===== src/rtl/fetch_stage_if.sv =====
// Instruction-memory request/response bus between the fetch stage (master)
// and instruction memory (slave).
interface fetch_stage_if;
    logic        imem_req;
    logic [11:0] imem_addr;
    logic        imem_ack;
    logic [15:0] imem_data;

    modport master (
        output imem_req,
        output imem_addr,
        input  imem_ack,
        input  imem_data
    );

    modport slave (
        input  imem_req,
        input  imem_addr,
        output imem_ack,
        output imem_data
    );
endinterface


===== src/rtl/fetch_stage.sv =====
// Fetch stage: single-outstanding imem requests feeding a 2-entry {pc, inst} FIFO to decode.
// Optional bubble counter output enabled by defining FETCH_BUBBLE_CNT_EN.
module fetch_stage (
    input  logic                 clk,
    input  logic                 reset,
    input  logic                 stallD,
    input  logic                 InstBranch,
    input  logic [11:0]          PC_branch,
    fetch_stage_if.master        imem,
    output logic [15:0]          i_inst,
    output logic [11:0]          pcD,
    output logic                 validD
`ifdef FETCH_BUBBLE_CNT_EN
    ,
    output logic [15:0]          bubble_cnt
`endif
);

    typedef enum logic [1:0] {
        ST_IDLE = 2'd0,
        ST_REQ  = 2'd1,
        ST_DROP = 2'd2
    } state_e;

    state_e      state_q, state_d;
    logic [11:0] pc_q, pc_d;
    logic [11:0] drop_addr_q, drop_addr_d;
    logic [1:0]  count_q, count_d;
    logic        rd_ptr_q, rd_ptr_d;
    logic        wr_ptr_q, wr_ptr_d;
    logic [11:0] fifo_pc_q   [2];
    logic [15:0] fifo_inst_q [2];
    logic        push;
    logic        pop;
    logic [1:0]  count_after_pop;

    assign validD          = (count_q != 2'd0);
    assign pop             = validD & ~stallD & ~InstBranch;
    assign count_after_pop = count_q - {1'b0, pop};
    assign i_inst          = validD ? fifo_inst_q[rd_ptr_q] : 16'h0000;
    assign pcD             = validD ? fifo_pc_q[rd_ptr_q]   : 12'h000;

    always_comb begin
        state_d        = state_q;
        pc_d           = pc_q;
        drop_addr_d    = drop_addr_q;
        push           = 1'b0;
        imem.imem_req  = 1'b0;
        imem.imem_addr = pc_q;
        case (state_q)
            ST_IDLE: begin
                if (InstBranch) begin
                    pc_d    = PC_branch;
                    state_d = ST_REQ;
                end else if (count_after_pop < 2'd2) begin
                    state_d = ST_REQ;
                end
            end
            ST_REQ: begin
                imem.imem_req = 1'b1;
                if (InstBranch) begin
                    pc_d = PC_branch;
                    // Unacked request must complete at its old address first.
                    if (!imem.imem_ack) begin
                        state_d     = ST_DROP;
                        drop_addr_d = pc_q;
                    end
                end else if (imem.imem_ack) begin
                    push = 1'b1;
                    pc_d = pc_q + 12'd1;
                    if (count_after_pop == 2'd1) begin
                        state_d = ST_IDLE;
                    end
                end
            end
            ST_DROP: begin
                imem.imem_req  = 1'b1;
                imem.imem_addr = drop_addr_q;
                if (InstBranch) begin
                    pc_d = PC_branch;
                end
                if (imem.imem_ack) begin
                    state_d = ST_REQ;
                end
            end
            default: begin
                state_d = ST_IDLE;
            end
        endcase
    end

    always_comb begin
        count_d  = count_after_pop + {1'b0, push};
        rd_ptr_d = rd_ptr_q ^ pop;
        wr_ptr_d = wr_ptr_q ^ push;
        if (InstBranch) begin
            count_d  = 2'd0;
            rd_ptr_d = 1'b0;
            wr_ptr_d = 1'b0;
        end
    end

    always_ff @(posedge clk) begin
        if (reset) begin
            state_q     <= ST_IDLE;
            pc_q        <= 12'h000;
            drop_addr_q <= 12'h000;
            count_q     <= 2'd0;
            rd_ptr_q    <= 1'b0;
            wr_ptr_q    <= 1'b0;
        end else begin
            state_q     <= state_d;
            pc_q        <= pc_d;
            drop_addr_q <= drop_addr_d;
            count_q     <= count_d;
            rd_ptr_q    <= rd_ptr_d;
            wr_ptr_q    <= wr_ptr_d;
        end
    end

    // FIFO payload needs no reset: it is only visible while count_q is non-zero.
    genvar gi;
    generate
        for (gi = 0; gi < 2; gi++) begin : g_entry
            localparam logic ENTRY_IDX = (gi == 1);
            always_ff @(posedge clk) begin
                if (push && (wr_ptr_q == ENTRY_IDX)) begin
                    fifo_pc_q[gi]   <= pc_q;
                    fifo_inst_q[gi] <= imem.imem_data;
                end
            end
        end
    endgenerate

`ifdef FETCH_BUBBLE_CNT_EN
    logic [15:0] bubble_cnt_q;

    always_ff @(posedge clk) begin
        if (reset) begin
            bubble_cnt_q <= 16'h0000;
        end else if (!validD && (bubble_cnt_q != 16'hFFFF)) begin
            bubble_cnt_q <= bubble_cnt_q + 16'd1;
        end
    end

    assign bubble_cnt = bubble_cnt_q;
`endif

endmodule


===== src/flat_wrapper.sv =====
// flat-port wrapper written by rule: the top's interface ports become plain ports
module fetch_stage_flat 
  (clk, reset, stallD, InstBranch, PC_branch, i_inst, pcD, validD, imem_imem_req, imem_imem_addr, imem_imem_ack, imem_imem_data);
  fetch_stage_if imem_i ();
  input  logic clk;
  input  logic reset;
  input  logic stallD;
  input  logic InstBranch;
  input  logic [11:0] PC_branch;
  output logic [15:0] i_inst;
  output logic [11:0] pcD;
  output logic validD;
  output wire logic [$bits(imem_i.imem_req)-1:0] imem_imem_req;
  output wire logic [$bits(imem_i.imem_addr)-1:0] imem_imem_addr;
  input wire logic [$bits(imem_i.imem_ack)-1:0] imem_imem_ack;
  input wire logic [$bits(imem_i.imem_data)-1:0] imem_imem_data;
  assign imem_imem_req = imem_i.imem_req;
  assign imem_imem_addr = imem_i.imem_addr;
  assign imem_i.imem_ack = imem_imem_ack;
  assign imem_i.imem_data = imem_imem_data;
  fetch_stage u_core (.clk(clk), .reset(reset), .stallD(stallD), .InstBranch(InstBranch), .PC_branch(PC_branch), .imem(imem_i), .i_inst(i_inst), .pcD(pcD), .validD(validD));
endmodule

===== config.mk =====
export PLATFORM = sky130hd
export DESIGN_NAME = fetch_stage_flat
export DESIGN_NICKNAME = d
export VERILOG_FILES = /design/src/rtl/fetch_stage_if.sv /design/src/rtl/fetch_stage.sv /design/src/flat_wrapper.sv
export SDC_FILE = /design/constraint.sdc
export NUM_CORES = 1
export LEC_CHECK = 0
export BUFFER_PORTS_ARGS = -buffer_cell sky130_fd_sc_hd__clkbuf_2
export CAP_MARGIN = 10
export CELL_PAD_IN_SITES_DETAIL_PLACEMENT = 0
export CELL_PAD_IN_SITES_GLOBAL_PLACEMENT = 1
export CORE_MARGIN = 1.5
export CORE_UTILIZATION = 47
export DETAILED_ROUTE_END_ITERATION = 6
export GPL_ROUTABILITY_DRIVEN = 0
export GPL_TIMING_DRIVEN = 0
export PLACE_DENSITY = 0.86
export SLEW_MARGIN = 15
export SYNTH_ARGS = -nofsm -noshare
export SYNTH_HDL_FRONTEND = slang
export SYNTH_SLANG_ARGS = --single-unit

===== constraint.sdc =====
create_clock -name clk -period 5.65 [get_ports clk]
set_input_delay 1.695 -clock clk [delete_from_list [all_inputs] [get_ports clk]]
set_output_delay 1.695 -clock clk [all_outputs]
set_load 0.005 [all_outputs]

# Yosys cells after proc, flatten, opt, wreduce, memory -nomap -nowiden
# Memories as Yosys holds them, arrays and structs flattened. A register that Yosys moved wholly into a read port is not among the register bits.
# Index checks and enable logic that the tools add are counted.
[totals] out_inout_bits=42 regBits=30 n_memories=2 mem_bits_rw=56 elab_cells=73 in_bits=33
[op_classes] n_mux=31 eq_ne=9 bitwise=8 n_reduce_logical=13 magnitude_cmp=1 n_addsub=3
[mem_list] memory="u_core.fifo_inst_q" words=2 word_bits=16 read_ports=1 rd_clocked_by_memory_dff=1 wr=1 line="fetch_stage.sv:32" source="logic [15:0] fifo_inst_q [2];"
[mem_list] memory="u_core.fifo_pc_q" words=2 word_bits=12 read_ports=1 rd_clocked_by_memory_dff=1 wr=1 line="fetch_stage.sv:31" source="logic [11:0] fifo_pc_q [2];"
[ops] cell="$mux W12" n=6
[ops] cell="$mux W16" n=2
[ops] cell="$pmux W12 S2" n=1
[ops] cell="$reduce_or A16 Y1" n=1
[ops] cell="$mux W1" n=14
[ops] cell="$mux W2" n=7
[ops] cell="$add A12 B1 Y12 const B" n=1
[ops] cell="$reduce_or A12 Y1" n=1
[ops] cell="$ne A3 B2 Y1 const B" n=2
[ops] cell="$ne A3 B3 Y1 const B" n=2
[ops] cell="$pmux W2 S3" n=1
[ops] cell="$reduce_and A3 Y1" n=2
[ops] cell="$reduce_or A2 Y1" n=3
[ops] cell="$reduce_and A5 Y1" n=1
[ops] cell="$eq A2 B1 Y1 const B" n=2
[ops] cell="$not A1 Y1" n=4
[ops] cell="$reduce_bool A2 Y1" n=2
[ops] cell="$add A2 B1 Y2" n=1
[ops] cell="$and A1 B1 Y1" n=2
[ops] cell="$eq A2 B2 Y1 const B" n=1
[ops] cell="$logic_and A1 B1 Y1" n=2
[ops] cell="$logic_not A2 Y1" n=1
[ops] cell="$lt A2 B2 Y1 const B" n=1
[ops] cell="$ne A2 B1 Y1 const B" n=1
[ops] cell="other kinds (3)" n=4

# Logic depth before layout (Yosys ltp)
# Gate-level depths: netlist of run 1.
[logic_depth] word_depth=9 mapped_depth=10 mapped_depth_nobuf=8

# Least setup slack after synthesis of run 1
# OpenSTA, ideal clock, no wires.
[synth_timing] path_type="input port to flip-flop" startpoint="in InstBranch" endpoint="mem u_core.fifo_inst_q[1][0] (enable)" path_stages=3 setup_ps=387 n_path_buf=1 arrival_time_ps=2979 setup_slack_ps=2283 path_cell_list="buf_2 nor3b_1 ha_1"
[synth_between] elab_chain_cells=7 word_cells_on_any_way=11 cone_classes="mux (8); reduce/logical (3)"
[synth_rtl] item="start: declaration" line="flat_wrapper.sv:8" source="input logic InstBranch;"
[synth_rtl] item="$mux W1 *" line="fetch_stage.sv:61" source="if (InstBranch) begin"
[synth_rtl] item="$mux W1 *" line="fetch_stage.sv:50" source="case (state_q)"
[synth_rtl] item="$logic_and A1 B1 Y1" line="fetch_stage.sv:127" source="if (push && (wr_ptr_q == ENTRY_IDX)) begin"
[synth_rtl] item="$mux W1" line="fetch_stage.sv:127"
[synth_rtl] item="$mux W1 (implied by the code)" line="fetch_stage.sv:129" source="fifo_inst_q[gi] <= imem.imem_data;"
[synth_rtl] item="$reduce_or A16 Y1 (no source line)"
[synth_rtl] item="$mux W1 (no source line)"
[synth_rtl] item="end: declaration" line="fetch_stage.sv:32"
# Every way passes the cells marked *; elsewhere a longest branch is shown, timed or not.

# Worst setup path in the final report of run 1
[layout_timing] startpoint="reg u_core.state_q[0]" endpoint="out imem_imem_addr[10]"
[layout_between] elab_chain_cells=2
[layout_rtl] item="start: declaration" line="fetch_stage.sv:25" source="state_e state_q, state_d;"
[layout_rtl] item="start signal: assignment" line="fetch_stage.sv:112" source="state_q <= state_d;"
[layout_rtl] item="$eq A2 B2 Y1" line="fetch_stage.sv:50"
[layout_rtl] item="$mux W12" line="fetch_stage.sv:50"
[layout_rtl] item="end: declaration" line="flat_wrapper.sv:14" source="output wire logic [$bits(imem_i.imem_addr)-1:0] imem_imem_addr;"
# Every way passes these cells.

==> metrics.yaml, run 1 <==
synth_area_leaders: "edfxtp_1 (44%), dfxtp_1 (16%), mux2i_1 (10%)"
fmax_ghz: 0.265
cts_tree: "built"
power_frac_clock_pct: 30.3
hp-class: "flip-flop to flip-flop"
synth-async-reset-ratio_pct: 0
maxCapViolations: 0
port_buffers: 74
via_per_inst: 5.24
fp.dieW_um: 93.3
final_cell_mix: "clkbuf_2 (74), edfxtp_1 (56), nor2_1 (54)"
die-area_um2: 8710
rsz0062_at_grt: "no"
clkLatencyLatePin_ps: 350
n_antenna_cell: 0
area_growth_syn_to_layout_pct: 18.3
first_pass_iters: 4
grt_max_degree: 29
intPower_mw: 1.03
arrival_ps: 2080
placeableCoreArea_um2: 7810
yosysTopAreaCell: "edfxtp_1"
dpl.hpwl_um: 5260
ant_nets: 0
numCtsBuffers: 9
start_kind: "flip-flop"
drc: 0
power_frac_seq_pct: 53.0
p_switching_mw: 0.393
cts_max_level: 3
final_common_cell: "clkbuf_2"
antenna_found_initial: 0
placed_cells: 498
cts_setup_buffers: 0
skew_ps: 10.3
synth_cell_types: 45
track_usage_pct: 18.1
cts.sink_count: 86
drv_slew: 0
grt_pass1_wl_um: 11900
pwr-share-comb_pct: 16.7
setup.worst_path.end_class: "primary output"
ys_seq_area_share_pct: 59.5
yosysWarnings: 0
min_period_ps: 3770
crit_required_ps: 3950
boundaryPins: 75
initial_core_util_pct: 49.1
seq_area_um2: 2280
dp_slack_ps: 2030
synth_nets: 364
hold_viol: 0
drive_gt1_share_pct: 29.1
row_count: 32
grt_overflow_total: 0
fillers: 690
cts_repair_resize_count: 0
status: "completed"
synth_edf_count: 56
drt_wl_total_um: 7550
multiInputGateArea_um2: 1420
vias: 2694
path_clk_slew_ps: 90
hold_buffers: 0
path_class: "flip-flop to primary output"
total_power_mw: 1.42
final_cell_count_no_fill: 514
clockBufferDepth: 2
fin_nets: 449
die_h_um: 93.3
finalSetupTns_ps: 0
whs_ps: 491
syn_avg_cell_area_um2: 11.9
fin_crit_sh_pct: 66.8
tightest_slew_ps: 730
synth_top_area_share_pct: 43.8
cp_max_fo: 10
synth_area_um2: 3840
ir_drop_mv: 0.157
drt_iter0_markers: 116
leakagePower_nw: 1.79
synth_top_flop_cell: "edfxtp_1"
worst_slack_ps: 1880
wl_per_cell_um: 14.7
max_slew_margin_pct: 51.3
swShare_pct: 27.6
grt_pass1_vias: 2567
root_buffer: "clkbuf_8"
power_density_nw_per_um2: 314
setup_viol: 0
synth-seq-cells: 86
synth_cells: 322
worst paths after layout:
path,start,end,slack [ps],cells past startpoint
worst max-delay path,u_core.state_q[0]$_SDFFE_PP0P_,imem_imem_addr[10],1880,6
worst min-delay path,u_core.drop_addr_q[6]$_SDFFE_PP0P_,u_core.drop_addr_q[6]$_SDFFE_PP0P_,490,2
worst min register to register,u_core.drop_addr_q[6]$_SDFFE_PP0P_,u_core.drop_addr_q[6]$_SDFFE_PP0P_,490,2
worst max register to register,u_core.state_q[1]$_SDFFE_PP0P_,u_core.fifo_pc_q[0][11]$_DFFE_PP_,3460,4
state kept, by name, indices dropped and copies added (netlist names):
name,flops
u_core.state_q,2
u_core.fifo_inst_q,32
u_core.rd_ptr_q,1
u_core.fifo_pc_q,24
u_core.drop_addr_q,12
u_core.count_q,2
u_core.pc_q,12
u_core.wr_ptr_q,1
critical path, cell delays in order, from the launching register on:
cell and delay (ps):
dfxtp_1 340, inv_1 80, ha_1 160, buf_6 130
clkbuf_1 480, mux2_2 420, clkbuf_2 110
cell families after synthesis:
kind of cell               after synthesis  synth area share, %
and+or+nand+nor                        104                 12.4
DFF                                     86                 59.5
AOI/OAI and AO/OA                       41                 7.05
muxes                                   52                 14.0
adders and majority gates                9                 2.94
buffers and inverters                   27                 3.52
xor gates and xnor gates                 3                0.685
power by group through the flow:
stage / logic [mW] / clock network (mW) / registers, mW
final: 0.237 / 0.432 / 0.756
after global routing: 0.264 / 0.462 / 0.763
after CTS: 0.239 / 0.438 / 0.755
after detailed placement: 0.238 / 0 / 0.770
after global placement: 0.233 / 0 / 0.767
after floorplan: 0.165 / 0 / 0.755
synth_stat cells, types with 4 or more instances:
| cell type | number |
|---|---|
| edfxtp_1 | 56 |
| nor2_1 | 54 |
| mux2i_1 | 40 |
| dfxtp_1 | 30 |
| nand2_1 | 16 |
| a21oi_1 | 12 |
| mux2_2 | 12 |
| o21ai_0 | 11 |
| ha_1 | 9 |
| inv_1 | 9 |
| nor3_1 | 9 |
| clkbuf_1 | 8 |
| buf_2 | 6 |
| nor3b_1 | 4 |
metrics by stage:
stage          area (um^2)  utilization [%]
6_report              4540             58.1
4_1_cts               4540             58.1
3_5_place_dp          4340             55.6
3_3_place_gp          4330             55.5
2_1_floorplan         3840                -
5_1_grt               4540             58.1
layer usage:
metal | part of all wire (%) | up-vias | GRT usage, % | wire, um
li1 | - | 1330 | - | -
met3 | 6.1 | 13 | 4.39 | 461
met5 | 0 | - | 0 | 0
met2 | 48 | 90 | 30.6 | 3620
met1 | 44 | 1261 | 22.3 | 3340
met4 | 1.7 | 0 | 6.69 | 126
cell type report:
cell class	count	share of cell area [%]
plain buffers	18	2.23
well taps	102	2.81
clock inverters	6	1.57
inverters	9	0.744
multi-input cells	209	31.4
repair buffers	74	8.16
clock buffers	10	2.81
flip-flops and latches	86	50.3
Power figures use the tool's default switching activity.
==> run 2, diff against run 1 <==
--- a/config.mk
+++ b/config.mk
@@ -5,16 +5,17 @@
 export SDC_FILE = /design/constraint.sdc
 export NUM_CORES = 1
 export LEC_CHECK = 0
+export ABC_AREA = 1
 export BUFFER_PORTS_ARGS = -buffer_cell sky130_fd_sc_hd__clkbuf_2
 export CAP_MARGIN = 10
 export CELL_PAD_IN_SITES_DETAIL_PLACEMENT = 0
 export CELL_PAD_IN_SITES_GLOBAL_PLACEMENT = 1
 export CORE_MARGIN = 1.5
-export CORE_UTILIZATION = 47
+export CORE_UTILIZATION = 41
 export DETAILED_ROUTE_END_ITERATION = 6
 export GPL_ROUTABILITY_DRIVEN = 0
 export GPL_TIMING_DRIVEN = 0
-export PLACE_DENSITY = 0.86
+export PLACE_DENSITY = 0.8
 export SLEW_MARGIN = 15
 export SYNTH_ARGS = -nofsm -noshare
 export SYNTH_HDL_FRONTEND = slang
==> constraint.sdc (replaced) <==
create_clock -name clk -period 3.65 [get_ports clk]
set_input_delay 1.095 -clock clk [delete_from_list [all_inputs] [get_ports clk]]
set_output_delay 1.095 -clock clk [all_outputs]
set_load 0.005 [all_outputs]
==> run 2 against run 1 <==
  * Global-route usage shrank 0.78 points
  * Clock-buffer cell count unchanged
  * Wire length up 9.1%
  * Core utilization down 8.7 points
  * First-iteration DRC count up 15%
  * Final area shrank 0.33%
  * Sequential power is 71% higher
  * Worst setup slack worse by 1100 ps
  * Area after synthesis down 0.36%
  * Clock skew increased by 3.3 ps
  * Combinational power increased to 2.9 times the previous value
==> metrics.yaml, run 2 <==
status: "completed"
synth_top_area_share_pct: 44.0
vias: 3042
yosys-top-cells-count: "nand2_1 (113), edfxtp_1 (56), a21oi_1 (53)"
ant_nets: 0
power_frac_clock_pct: 24.5
finish.utilization_pct: 49.4
dp_slack_ps: 851
drv_slew: 0
cts_setup_buffers: 0
clockBufferDepth: 2
yosysWarnings: 0
worst_slack_ps: 813
ir_drop_mv: 0.257
largest_reg_flops: 32
cp_max_fo: 10
final_common_cell: "nand2_1"
dpl.hpwl_um: 5910
die_h_um: 99.6
drive_gt1_share_pct: 22.4
p_switching_mw: 0.899
crit_required_ps: 2550
drt_wl_total_um: 8240
hold_buffers: 0
grt_overflow_total: 0
grt_max_degree: 29
boundaryPins: 75
synth_cells: 415
grt_pass1_wl_um: 13500
power_density_nw_per_um2: 576
min_period_ps: 2840
pwr-share-comb_pct: 26.0
drt_iter0_markers: 133
cts_max_level: 3
leakagePower_nw: 1.89
numCtsBuffers: 9
synth_cell_types: 28
rsz0062_at_grt: "no"
drc: 0
yosysMostFrequentCell: "nand2_1"
synth_edf_count: 56
swShare_pct: 34.5
syn_avg_cell_area_um2: 9.21
hold_viol: 0
hp-class: "flip-flop to flip-flop"
antenna_found_initial: 0
fin_nets: 541
top_regs: "u_core.fifo_inst_q (32), u_core.fifo_pc_q (24)"
finalSetupTns_ps: 0
path_class: "flip-flop to primary output"
fp.dieW_um: 99.6
via_per_inst: 4.95
placeableCoreArea_um2: 9150
grt_pass1_vias: 2932
initial_core_util_pct: 41.8
synth_area_leaders: "edfxtp_1 (44%), dfxtp_1 (16%), nand2_1 (11%)"
synth-seq-cells: 86
first_pass_iters: 4
area_growth_syn_to_layout_pct: 18.3
skew_ps: 13.6
maxCapViolations: 0
n_antenna_cell: 0
track_usage_pct: 17.3
tightest_slew_ps: 702
root_buffer: "clkbuf_8"
cts.sink_count: 86
arrival_ps: 1740
clkLatencyLatePin_ps: 350
largest_register: "u_core.fifo_inst_q"
port_buffers: 73
yosysTopAreaCell: "edfxtp_1"
setup.worst_path.end_class: "primary output"
fmax_ghz: 0.353
path_clk_slew_ps: 90
row_count: 35
final_cell_mix: "nand2_1 (113), clkbuf_2 (73), edfxtp_1 (56)"
synth_area_um2: 3820
synth_nets: 457
intPower_mw: 1.71
synth_top_flop_cell: "edfxtp_1"
synth-async-reset-ratio_pct: 0
wl_per_cell_um: 13.4
setup_viol: 0
power_frac_seq_pct: 49.5
die-area_um2: 9910
start_kind: "flip-flop"
max_slew_margin_pct: 53.2
ys_seq_area_share_pct: 59.7
cts_tree: "built"
fin_crit_sh_pct: 77.7
cts_repair_resize_count: 0
run 2: per-stage QoR:
stage	total power [mW]	hold slack (ps)	cell area, um^2	instances
detailed placement	1.99	515	4330	599
global placement	1.97	494	4330	599
global route	2.77	551	4520	615
floorplan	1.74	448	3820	415
finish	2.61	525	4520	615
CTS	2.63	529	4520	615
run 2: worst max-delay path, stage by stage, from the launching register on:
cell and delay, ps:
dfxtp_1 350, inv_1 90, ha_1 250, clkbuf_1 340, nand2_1 90, o21ai_0 120, clkbuf_2 160
run 2: final timing paths:
path | slack, ps | startpoint | cells after the start | to
worst min register to register | 520 | u_core.pc_q[11]$_SDFFE_PP0P_ | 2 | u_core.pc_q[11]$_SDFFE_PP0P_
worst max register to register | 1620 | u_core.state_q[1]$_SDFFE_PP0P_ | 5 | u_core.fifo_inst_q[1][6]$_DFFE_PP_
worst max-delay path | 810 | u_core.state_q[0]$_SDFFE_PP0P_ | 6 | imem_imem_addr[11]
worst min-delay path | 520 | u_core.pc_q[11]$_SDFFE_PP0P_ | 2 | u_core.pc_q[11]$_SDFFE_PP0P_
run 2: cells by family after synthesis:
group / synth area share (%)
compound gates: 11.8
xor+xnor: 0.458
fa+ha+maj: 2.95
buf+inv: 5.47
flops: 59.7
simple gates: 19.6
run 2: cell type report:
cell class	count	area, um^2
fill	877	4630
sequential	86	2280
multi-input combinational	279	1340
timing repair buffer	73	365
tap	111	139
clock buffer	10	138
inverter	33	124
buffer	17	85.1
clock inverter	6	53.8
run 2: power groups by stage:
stage | clock network [mW] | registers (mW) | logic [mW]
5_1_grt | 0.681 | 1.31 | 0.776
3_3_place_gp | 0 | 1.30 | 0.670
4_1_cts | 0.652 | 1.29 | 0.684
3_5_place_dp | 0 | 1.31 | 0.680
6_report | 0.637 | 1.29 | 0.678
2_1_floorplan | 0 | 1.27 | 0.471
run 2: per-layer routing:
metal,global-route usage [%],share of wire (%),vias up
li1,-,-,1558
met1,21.9,48,1393
met2,29.3,46,85
met3,3.58,5.1,6
met4,6.39,0.74,0
met5,0,0,-
